<file path="src/rtl/csr_trap_ctrl.sv">
// csr_trap_ctrl: sequences exception entry and exception return around the
// CSR register block. Fixed-priority exception capture, serialised CSR writes
// from the reservation station, and a pipeline stall/flush/redirect sequence.
module csr_trap_ctrl #(
    parameter int unsigned N_SRC        = 4,
    parameter logic [31:0] TRAP_VECTOR  = 32'h0000_0100,
    parameter int unsigned FLUSH_CYCLES = 2
) (
    input  logic                 clk,
    input  logic                 reset,
    input  logic [N_SRC-1:0]     exc_valid,
    input  logic [N_SRC*32-1:0]  exc_pc,
    input  logic [N_SRC*5-1:0]   exc_cause,
    input  logic                 eret_valid,
    output logic                 eret_ready,
    input  logic [31:0]          epc_in,
    input  logic                 csr_wr_valid,
    output logic                 csr_wr_ready,
    input  logic [11:0]          csr_wr_addr,
    input  logic [31:0]          csr_wr_data,
    output logic                 CSR_done,
    output logic [11:0]          RS_CSR_Address,
    output logic [31:0]          CSR_Result,
    output logic                 exception_sig,
    output logic [31:0]          exception_pc,
    output logic [4:0]           exception_cause,
    output logic                 flush,
    output logic                 stall,
    output logic                 pc_redirect,
    output logic [31:0]          redirect_pc
);

    typedef enum logic [1:0] {
        IDLE     = 2'd0,
        CAPTURE  = 2'd1,
        FLUSH    = 2'd2,
        REDIRECT = 2'd3
    } state_e;

    localparam logic [3:0] FLUSH_LAST = 4'(FLUSH_CYCLES - 1);

    state_e       state_q, state_d;
    logic [3:0]   cnt_q, cnt_d;
    logic [31:0]  exc_pc_q, exc_pc_d;
    logic [4:0]   exc_cause_q, exc_cause_d;
    logic [31:0]  target_q, target_d;
    logic         csr_done_q, csr_done_d;
    logic [11:0]  csr_addr_q, csr_addr_d;
    logic [31:0]  csr_data_q, csr_data_d;

    logic         is_idle;
    logic         any_exc;
    logic [31:0]  grant_pc;
    logic [4:0]   grant_cause;

    assign is_idle = (state_q == IDLE);
    assign any_exc = |exc_valid;

    // A pending CSR write (possibly to EPC) blocks eret so epc_in is never stale.
    assign csr_wr_ready = is_idle & ~any_exc & ~eret_valid;
    assign eret_ready   = is_idle & ~any_exc & ~csr_done_q;

    // Fixed priority: scanning downward lets the lowest set index win.
    always_comb begin
        grant_pc    = '0;
        grant_cause = '0;
        for (int i = N_SRC - 1; i >= 0; i--) begin
            if (exc_valid[i]) begin
                grant_pc    = exc_pc[32*i +: 32];
                grant_cause = exc_cause[5*i +: 5];
            end
        end
    end

    // Trap sequencer next-state and latch updates.
    always_comb begin
        // NOTE: every signal gets a default first so no path leaves it unassigned (no latch).
        state_d     = state_q;
        cnt_d       = cnt_q;
        exc_pc_d    = exc_pc_q;
        exc_cause_d = exc_cause_q;
        target_d    = target_q;
        case (state_q)
            IDLE: begin
                if (any_exc) begin
                    exc_pc_d    = grant_pc;
                    exc_cause_d = grant_cause;
                    target_d    = TRAP_VECTOR;
                    state_d     = CAPTURE;
                end else if (eret_valid && eret_ready) begin
                    target_d = epc_in;
                    cnt_d    = '0;
                    state_d  = FLUSH;
                end
            end
            CAPTURE: begin
                cnt_d   = '0;
                state_d = FLUSH;
            end
            FLUSH: begin
                if (cnt_q == FLUSH_LAST) begin
                    cnt_d   = '0;
                    state_d = REDIRECT;
                end else begin
                    cnt_d = cnt_q + 4'd1;
                end
            end
            REDIRECT: state_d = IDLE;
            default:  state_d = IDLE;
        endcase
    end

    // CSR write port: one registered strobe per accepted RS request.
    always_comb begin
        csr_done_d = csr_wr_valid & csr_wr_ready;
        csr_addr_d = csr_done_d ? csr_wr_addr : csr_addr_q;
        csr_data_d = csr_done_d ? csr_wr_data : csr_data_q;
    end

    // State and data registers; reset abandons any sequence in progress.
    always_ff @(posedge clk or negedge reset) begin
        if (!reset) begin
            state_q     <= IDLE;
            cnt_q       <= '0;
            exc_pc_q    <= '0;
            exc_cause_q <= '0;
            target_q    <= '0;
            csr_done_q  <= 1'b0;
            csr_addr_q  <= '0;
            csr_data_q  <= '0;
        end else begin
            // NOTE: non-blocking so every flop samples pre-edge values regardless of order.
            state_q     <= state_d;
            cnt_q       <= cnt_d;
            exc_pc_q    <= exc_pc_d;
            exc_cause_q <= exc_cause_d;
            target_q    <= target_d;
            csr_done_q  <= csr_done_d;
            csr_addr_q  <= csr_addr_d;
            csr_data_q  <= csr_data_d;
        end
    end

    // Strobes decode straight from the state register so reset drops them at once.
    assign exception_sig   = (state_q == CAPTURE);
    assign flush           = (state_q == FLUSH);
    assign pc_redirect     = (state_q == REDIRECT);
    assign stall           = ~is_idle;
    assign exception_pc    = exc_pc_q;
    assign exception_cause = exc_cause_q;
    assign redirect_pc     = target_q;
    assign CSR_done        = csr_done_q;
    assign RS_CSR_Address  = csr_addr_q;
    assign CSR_Result      = csr_data_q;

endmodule

</file>
<file path="config.mk">
export PLATFORM = sky130hd
export DESIGN_NAME = csr_trap_ctrl
export DESIGN_NICKNAME = d
export VERILOG_FILES = /design/src/rtl/csr_trap_ctrl.sv
export SDC_FILE = /design/constraint.sdc
export NUM_CORES = 1
export LEC_CHECK = 0
export CORE_AREA = 4 4 136 138
export CTS_CLUSTER_DIAMETER = 150
export DETAILED_ROUTE_END_ITERATION = 12
export DIE_AREA = 0 0 140 142
export PLACE_DENSITY = 0.74
export SETUP_SLACK_MARGIN = 0.15
export SLEW_MARGIN = 30
export SYNTH_ARGS = -nofsm -noshare
export SYNTH_HDL_FRONTEND = slang
export SYNTH_SLANG_ARGS = --single-unit
</file>
<file path="constraint.sdc">
create_clock -name clk -period 3.1 [get_ports clk]
set_clock_uncertainty 0.15 [all_clocks]
set_input_delay 0.62 -clock clk [delete_from_list [all_inputs] [get_ports clk]]
set_output_delay 0.62 -clock clk [all_outputs]
set_load 0.1 [all_outputs]
</file>
==> metrics.md <==
| Metric | Value |
|---|---|
| Psw | 5.24 mW |
| Count of state elements after synthesis | 120 |
| Post-DP Area | 9340 sq um |
| Overall power of the completed layout | 9.91 mW |
| Floorplan Core Area | 17,200 sq um |
| # fillers | 1,493 |
| Required arrival time at the worst endpoint | 2.33 ns |
| TritonCTS clock tree | yes |
| Portion of total power attributed to the clock network | between 10% and 20% |
| Leakage | ~4.6 nW |
| First-pass GRT wire length | 32.6 mm |
| Fraction of layout instances using a drive strength above 1 | 25.8% |
| Setup crit start | exc_valid[3] |
| Reg2Reg Setup Slack | ~0.82 ns |
| Async set-reset flop share out of synthesis | 100% |
| Area of the die | around 20,000 sq um |
| Initial antenna violation count | 0 |
| Highest net fanout along the worst path | 3 |
| Switching fraction of total power | 52.9% |
| Crit path time final | 2.83 ns |
| Vias in the first global route | slightly below 6,000 |
| Die Wd | 140 um |
| Distinct cells, synth | 34 |
| Comb power frac | 57.8% |
| 1st-pass router iterations | 4 |
| Total of hold buffers inserted after clock tree synthesis | 0 |
| Power per unit of standard cell area | 1000 nW/um^2 |
| Type of the setup path with the least slack | primary input to output port |
| Number of nets in the synthesized netlist | 752 |
| Count of port buffers added during placement | ~350 |
| Global route hottest layer | met2 |
| Register clock-pin slew on the reported worst setup and hold paths | 0.06 ns |
| Arrival time at the worst endpoint | ~2.1 ns |
| Buffers inserted by post-CTS timing repair | 0 |
| Design internal power | 4.67 mW |
| Max Cap Violations | 0 |
| Met2 demand-to-capacity share in global routing | 34.4% |
| Initial Utilization | 33.9% |
| # resized after CTS | 0 |
| Setup repair after global routing missed its margin | false |
| Synth-to-Final Area Change | 70.2% |
| HPWL after DPL | 15.5 mm |
| Cell count after synthesis | ~510 |
| Core Rows | 48 |
| GRT met3 Usage | under 10% |
| N_diodes | 0 |
| Critical path capture point type | output port |
| Pin count of the biggest net entering global routing | 76 |
| Level count of the clock H-tree | 4 |
| Initial DRC count | 212 |
| Run status | finished clean |
| Cell area after technology mapping | 5830 sq um |
| Sequential cell fraction of total power | 22.7% |
| Sequential area share after synthesis | 51.5% |
| Cell chosen for the clock root | clkbuf_16 |
| Slew at the pin closest to its max-slew limit | between 0.8 and 0.9 ns |
| Number of design rule violations left after detail routing | 0 |
| Worst Setup Start Kind | primary input |
| Final Cell Area | approximately 10000 sq um |
| Number of nets in the final layout | 1,089 |
| Max-slew headroom | between 40% and 50% |
| Weighted congestion reported at the end of routability-driven placement | 0.860 |
| Overflow after GRT | 0 |
| GR Layer Usage met1 | 25.9% |
| Final hold viol count | 0 |
| Number of synthesized flops with an enable pin | 0 |
| Total count of max-transition violations in the final report | 0 |
| Min-delay worst type | primary input to async pin |
| Flip-flop cell with the highest count after synthesis | dfrtp_1 |
| Post-detailed-route count of antenna-violating nets | 0 |
| Highest clock rate | 353 MHz |
| Depth of the worst register-to-register path | 6 |
| Total track usage | 20.7% |
| Via-per-instance ratio | 5.14 |
| Aggregate routed wire length | 21.3 mm |
| TritonCTS Buffers | 17 |
| Clock latency on the worst-skew pair | 0.41 ns |
| Number of I/O pins | between 300 and 400 |
| Worst setup path endpoint | csr_wr_ready |
| Clock sink total | 120 |
| Worst-case vdd ir drop | 0.000503 V |
| Total number of yosys warnings | 0 |
| Crit Reg-Reg Startpoint | state_q[0] |
| Crit share post-route | 91.4% |
| Wire length per cell after detailed routing | 19.6 um |
| Number of endpoints failing setup at the final stage | 0 |
| Average instance area after synthesis | 11.4 sq um |
| Maximum number of buffers from clock root to sink | 2 |
| Via count | 5,589 |
| Reg2reg end | exception_pc[1] |
| Y dimension of the die | around 140 um |
## worst min path at each step
| stage | slack, ns | depth (start not counted) | from | to |
|---|---|---|---|---|
| 6_report | 0.1 | 1 | reset | redirect_pc[27] |
| 5_1_grt | 0.13 | 1 | reset | RS_CSR_Address[2] |
| 4_1_cts | 0.1 | 1 | reset | RS_CSR_Address[2] |
| 3_5_place_dp | 0.33 | 1 | redirect_pc[19] | redirect_pc[19] |
| 3_3_place_gp | 0.34 | 1 | redirect_pc[15] | redirect_pc[15] |
| 2_1_floorplan | 0.17 | 0 | reset | CSR_Result[0] |
## logic make-up after synthesis
family	count (synthesis)	share of synthesized area, %
buffers and inverters	91	5.95
adders and majority gates	7	1.50
and+or+nand+nor	55	7.00
xor gates and xnor gates	1	0.150
muxes	49	9.43
AOI/OAI and AO/OA	190	24.4
DFF	120	51.5
## cells in the mapped netlist (all sizes together) (2+ instances only)
cell	count	share of area, %
mux2	47	9.1
nand3b	37	4.8
a22o	31	4.7
dfrtp	120	52
o211ai	2	0.26
buf	9	0.67
a2bb2oi	37	5.6
nor3	4	0.34
a21oi	76	6.5
a221o	37	6.4
clkbuf	37	2.4
o31ai	2	0.26
inv	45	2.9
mux2i	2	0.34
ha	7	1.5
nor2b	3	0.32
nor2	2	0.13
## metrics by stage
step	instances	hold slack, ns	setup slack (ns)	setup TNS [ns]	util [%]
finish	1088	0.0957	0.266	0	57.7
global route	1088	0.128	0.211	0	57.7
CTS	1088	0.0953	0.265	0	57.7
detailed placement	1056	0.334	0.271	0	54.4
global placement	1055	0.336	0.291	0	54.2
floorplan	513	0.174	-0.224	-0.448	-
## placed cells by master, fill, tap and decap left out, types with 31 or more instances in the layout
| cell type | netlist | layout |
|---|---|---|
| dfrtp_1 | 120 | 120 |
| a221o_1 | 37 | 37 |
| a2bb2oi_1 | 37 | 37 |
| clkdlybuf4s50_1 | 0 | 227 |
| nand3b_1 | 37 | 37 |
| buf_4 | 0 | 128 |
| mux2_2 | 46 | 46 |
| a22o_1 | 31 | 31 |
| a21oi_1 | 76 | 76 |
| inv_1 | 45 | 45 |
## routing by layer
layer  share of wire [%]  vias up
met1                  40     2715
li1                    -     2597
met5                   0        -
met2                  49      252
met4                 2.0        0
met3                 8.6       25
## critical path, stage by stage
cell and delay, ns:
clkdlybuf4s50_1 0.44, or4_1 0.56, nor3_2 0.22, buf_12 0.21
## state kept, by name, summed over array words and instances, names as in the netlist
register and cells:
CSR_done 1, state_q 2, redirect_pc 32, exception_cause 5, exception_pc 32, cnt_q 4, RS_CSR_Address 12, CSR_Result 32
## final cells by class
cell class	count	area, sq um	share of cell area [%]
Clock inverter	13	136	1.38
Multi-Input combinational cell	302	2510	25.3
Inverter	45	169	1.70
Timing Repair Buffer	364	3380	34.0
Sequential cell	120	3000	30.3
Clock buffer	19	443	4.47
Tap cell	225	282	2.84
## power by group through the flow
stage	logic, mW	registers, mW	clock network (mW)
global route	5.95	2.31	2.06
global placement	5.70	2.27	0
finish	5.73	2.25	1.93
detailed placement	5.76	2.28	0
floorplan	1.31	5.16	0
CTS	5.78	2.26	1.99
(Power assumes the default switching activity.)
